--- config.mk ---
export PLATFORM = sky130hd
export DESIGN_NAME = stage0
export DESIGN_NICKNAME = d
export VERILOG_FILES = /design/src/rtl/stage0.sv
export SDC_FILE = /design/constraint.sdc
export NUM_CORES = 1
export LEC_CHECK = 0
export ABC_AREA = 0
export BUFFER_PORTS_ARGS = -buffer_cell sky130_fd_sc_hd__buf_4
export CORE_MARGIN = 2
export CORE_UTILIZATION = 48
export CTS_BUF_LIST = sky130_fd_sc_hd__clkbuf_2 sky130_fd_sc_hd__clkbuf_4 sky130_fd_sc_hd__clkbuf_8
export CTS_CLUSTER_SIZE = 16
export DETAILED_ROUTE_END_ITERATION = 7
export HOLD_SLACK_MARGIN = 0.12
export PLACE_DENSITY = 0.78
export SYNTH_ARGS = -nofsm -noshare
export SYNTH_HDL_FRONTEND = slang
export SYNTH_SLANG_ARGS = --single-unit
--- constraint.sdc ---
create_clock -name clk -period 5.7 [get_ports clk]
set_input_delay 0.855 -clock clk [delete_from_list [all_inputs] [get_ports clk]]
set_output_delay 0.855 -clock clk [all_outputs]
set_load 0.02 [all_outputs]
--- src/rtl/stage0.sv ---
// Fetch stage: issues instruction-memory reads from a running PC and buffers the
// returned words in a 2-entry FIFO presented to decode with a hold-cycle counter.
module stage0 #(
    parameter int PC_WIDTH    = 10,
    parameter int COUNT_WIDTH = 6
) (
    input  logic                   clk,
    input  logic                   rst,
    input  logic                   start,
    input  logic                   halt,
    input  logic                   branch_mispredict,
    input  logic [PC_WIDTH-1:0]    new_PC,
    output logic [PC_WIDTH-1:0]    inst_mem_addr,
    output logic                   inst_mem_rd_en,
    input  logic [63:0]            inst_mem_data,
    output logic [63:0]            instr_out,
    output logic [PC_WIDTH-1:0]    pc_out,
    input  logic                   cnt_en,
    output logic [COUNT_WIDTH-1:0] ocount,
    output logic                   vld,
    input  logic                   next_rdy,
    output logic                   state_dbg
);

    typedef enum logic {
        IDLE = 1'b0,
        RUN  = 1'b1
    } state_t;

    state_t                  state_q, state_n;
    logic                    rst_q;
    logic [PC_WIDTH-1:0]     pc_q, pc_n;
    logic [1:0]              occ_q, occ_n, occ_after;
    logic                    inflight_q, inflight_n;
    logic [63:0]             instr_q [2];
    logic [63:0]             instr_n [2];
    logic [PC_WIDTH-1:0]     epc_q   [2];
    logic [PC_WIDTH-1:0]     epc_n   [2];
    logic [COUNT_WIDTH-1:0]  cnt_q   [2];
    logic [COUNT_WIDTH-1:0]  cnt_n   [2];
    logic                    pop, push, flush, rd_en;
    logic [2:0]              slots;

    function automatic logic [COUNT_WIDTH-1:0] bump(input logic [COUNT_WIDTH-1:0] c,
                                                    input logic en);
        return (en && (c != '1)) ? c + 1'b1 : c;
    endfunction

    // Assertion of rst clears everything at once; release is taken on a clock edge.
    always_ff @(posedge clk or negedge rst) begin
        if (!rst) rst_q <= 1'b0;
        else      rst_q <= 1'b1;
    end

    // Handshake toward decode: the head transfers on any cycle where vld && next_rdy;
    // while vld is high and next_rdy low the head is held unchanged (flushes excepted).
    assign vld   = (occ_q != 2'd0);
    assign pop   = vld && next_rdy;
    assign flush = halt || branch_mispredict;
    assign push  = inflight_q && !flush;

    // A read is only issued when its returning word is guaranteed a free slot.
    assign slots = 3'(occ_q) + 3'(inflight_q) - 3'(pop);
    assign rd_en = (state_q == RUN) && !branch_mispredict && !halt && (slots < 3'd2);

    assign inst_mem_rd_en = rd_en;
    assign inst_mem_addr  = pc_q;
    assign instr_out      = instr_q[0];
    assign pc_out         = epc_q[0];
    assign ocount         = cnt_q[0];
    assign state_dbg      = state_q;

    always_comb begin
        state_n = state_q;
        case (state_q)
            IDLE: if (start) state_n = RUN;
            RUN:  if (halt)  state_n = IDLE;
            default: state_n = IDLE;
        endcase
    end

    always_comb begin
        pc_n = pc_q;
        if (state_q == IDLE && start) pc_n = '0;
        else if (halt)                pc_n = pc_q;
        else if (branch_mispredict)   pc_n = new_PC;
        else if (rd_en)               pc_n = pc_q + 1'b1;
    end

    assign inflight_n = rd_en;

    always_comb begin
        instr_n   = instr_q;
        epc_n     = epc_q;
        cnt_n     = cnt_q;
        occ_n     = occ_q;
        occ_after = occ_q - {1'b0, pop};
        if (flush) begin
            occ_n = 2'd0;
        end else begin
            if (pop) begin
                instr_n[0] = instr_q[1];
                epc_n[0]   = epc_q[1];
                cnt_n[0]   = cnt_q[1];
            end
            cnt_n[0] = bump(cnt_n[0], cnt_en);
            cnt_n[1] = bump(cnt_n[1], cnt_en);
            if (push) begin
                if (occ_after == 2'd0) begin
                    instr_n[0] = inst_mem_data;
                    epc_n[0]   = pc_q - 1'b1;
                    cnt_n[0]   = '0;
                end else begin
                    instr_n[1] = inst_mem_data;
                    epc_n[1]   = pc_q - 1'b1;
                    cnt_n[1]   = '0;
                end
            end
            occ_n = occ_after + {1'b0, push};
        end
    end

    always_ff @(posedge clk or negedge rst_q) begin
        if (!rst_q) begin
            state_q    <= IDLE;
            pc_q       <= '0;
            occ_q      <= 2'd0;
            inflight_q <= 1'b0;
            for (int i = 0; i < 2; i++) begin
                instr_q[i] <= '0;
                epc_q[i]   <= '0;
                cnt_q[i]   <= '0;
            end
        end else begin
            state_q    <= state_n;
            pc_q       <= pc_n;
            occ_q      <= occ_n;
            inflight_q <= inflight_n;
            for (int i = 0; i < 2; i++) begin
                instr_q[i] <= instr_n[i];
                epc_q[i]   <= epc_n[i];
                cnt_q[i]   <= cnt_n[i];
            end
        end
    end

endmodule

==> flow_metrics.tcl <==
set metrics [dict create \
    status "complete, no violations" \
    ys_ff_latch 175 \
    first_global_vias 5738 \
    cp_max_fo 15 \
    die_w_microns 135 \
    cts_hold_buffers 0 \
    r2r_slack_ns 2.34 \
    synth_nets 846 \
    worst_pin_slew_ns 1.12 \
    reg2reg_depth 7 \
    dpl_cell_area_sq_um 9050 \
    avgSynthCellArea_sq_um 10.8 \
    synthCells 758 \
    dpl.cell_count 1038 \
    slew_violations 0 \
    p_total_mw 3.77 \
    yosysWarnings 0 \
    seq_area_sq_um 4380 \
    h-tree-depth 4 \
    skew_ns 0.00957 \
    antennaDiodeCount 0 \
    worstSetupPathType "reg2out" \
    insertion_delay_ns 0.45 \
    grt_max_degree 89 \
    crit_path_start_kind "flop" \
    antenna_found_initial 0 \
    port_buffers 173 \
    wire_per_inst_microns 16.3 \
    yosys.area.top_type_share_pct 53.5 \
    instances_no_fill 1070 \
    hp-class "in2async" \
    synth_top_area_cell "dfrtp_1" \
    layout_commonest_cell "buf_4" \
    synth_edf_count 0 \
    clk_pin_slew_ns 0.09 \
    min_period_ns 3.70 \
    finalWirelength_microns 17400 \
    nNetsFinal 925 \
    syn_to_final_growth_pct 15.9 \
    final_cell_mix "buf_4 (180), dfrtp_1 (174), nor2_1 (147), mux2_2 (70), o22ai_1 (55)" \
    utilization_pct 57.0 \
    power_density_nw_per_um2 398 \
    chipHeight_microns 135 \
    coreArea_sq_um 16600 \
    rows 47 \
    yosys-top-cells-area "dfrtp_1 (54%), mux2_2 (9.6%), buf_4 (7.4%), nor2_1 (6.7%), o22ai_1 (4.2%)" \
    synthArstFlopShare_pct 100 \
    relSlewSlack_pct 25.5 \
    fmax_mhz 271 \
    start_util_pct 49.2 \
    numCtsBuffers 17 \
    grt_overflow 0 \
    cts_setup_buffers 0 \
    fin_setup_tns_ns 0 \
    drc 0 \
    ant_nets 0 \
    wl_met3_microns 950 \
    crit_chain "o21ai_4, nor2_1, fa_1, xnor2_1, nand4_1, inv_1, buf_4" \
    cts_resized 0 \
    grt_usage_pct 19.9 \
    drt_iter0_markers 403 \
    slowest_stage "dfrtp_1" \
    period_share_pct 64.9 \
    ir_drop_v 0.000226 \
    synthFlopType "dfrtp_1" \
    rsz0062_at_grt "false" \
    grt_pass1_wl_microns 28600 \
    cts.sinks 175 \
    syn_area_sq_um 8180 \
    max_stage_delay_ns 0.50 \
    firstDrtPassIters 5 \
    fillers 1400 \
    cts_tree "yes" \
    globalplace.congestion 0.862 \
    end_kind "output pin" \
    clockBufferDepth 2 \
    drive_gt1_share_pct 34.7 \
    vias 5715 \
    r2r-end "epc_q[0]" \
    p_leak_nw 4.79 \
    place_hpwl_microns 11500 \
    dieArea_sq_um 18100 \
    wl_met1_microns 7790 \
    cts_root_buffer "clkbuf_8" \
    met2RoutedLength_microns 8360 \
    synth.yosys.seq_area_share_pct 53.5 \
    num_io_pins 174 \
    multi_input_area_sq_um 2970 \
    final_area_sq_um 9490 \
    hold_violations 0 \
    yosys.cell_types.count 48 \
    arrival_ns 2.84 \
    viasPerCell 5.34 \
    setup_viol 0 \
    routed.top_layer "met4" \
    cp_data_required_time_ns 4.85 \
    timing.rr.start "occ_q[1]" \
    maxCapViolations 0 \
]
==> report_power, final <==
part	internal, mW	switching [mW]
Clock	0.468	0.470
Combinational	0.505	0.614
Sequential	1.50	0.212
Total	2.47	1.30
==> worst max-delay path: cells and delay by family (launching register included) <==
kind	cells	cell delay, ns
compound gates	1	0.49
xor+xnor	1	0.21
fa+ha+maj	1	0.42
buf+inv	2	0.33
flops	1	0.50
simple gates	2	0.44
==> final cells by class <==
type | count | area share (%)
clock buffer | 19 | 2.76
clock inverter | 13 | 1.85
inverter | 18 | 0.712
multi-input combinational | 445 | 31.3
sequential | 175 | 46.2
tap | 220 | 2.90
timing repair buffer | 180 | 14.2
==> cells by family after synthesis <==
kind of cell	after synthesis	synth area share, %
buffers and inverters	138	10.4
adders and majority gates	7	1.16
AOI/OAI and AO/OA	130	11.1
muxes	80	10.9
DFF	175	53.5
and+or+nand+nor	206	10.6
xor gates and xnor gates	21	2.34
other	1	0.0458
==> worst max-delay path by stage <==
| stage | startpoint | end | slack (ns) | cells after the start |
|---|---|---|---|---|
| floorplan | rst_q | cnt_q[0] | 0.43 | 0 |
| global placement | next_rdy | instr_q[15] | 2.27 | 8 |
| detailed placement | next_rdy | instr_q[58] | 2.20 | 8 |
| CTS | occ_q[1] | inst_mem_rd_en | 1.97 | 7 |
| global route | occ_q[1] | inst_mem_rd_en | 1.75 | 7 |
| finish | occ_q[1] | inst_mem_rd_en | 2.00 | 7 |
==> metrics by stage <==
stage / setup WS [ns] / hold WS [ns]
floorplan: 0.433 / 0.452
finish: 2.00 / 0.161
global placement: 2.27 / 0.392
CTS: 1.97 / 0.123
global route: 1.75 / 0.125
detailed placement: 2.20 / 0.403
==> cell usage after synthesis, types with 3 or more instances <==
master and count:
buf_2 23, nand3_1 7, nor3_1 5, buf_4 81, a221o_1 7, a21oi_1 14, mux2_2 70, nand4_1 5
xor2_1 13, o22ai_1 55, inv_1 18, o21ai_0 23, nor2_1 147, nor4_1 4, xnor2_1 7, ha_1 6
nand2_1 23, and3_1 3, clkbuf_1 16, a222oi_1 10, mux2i_1 10, a22oi_1 5, dfrtp_1 175
==> state kept, by name, indices dropped and copies added (netlist names), 2 cells and up <==
register and cells:
epc_q 10, occ_q 2, inst_mem_addr 10, ocount 6, pc_out 10, instr_out 64
cnt_q 6, instr_q 64
==> layer usage <==
| metal | vias to the layer above | GRT usage, % |
|---|---|---|
| met5 | - | 0 |
| met2 | 159 | 31.7 |
| li1 | 2717 | - |
| met3 | 24 | 5.11 |
| met1 | 2815 | 26.2 |
| met4 | 0 | 7.72 |
No activity file was read; power rests on OpenSTA's default activity.
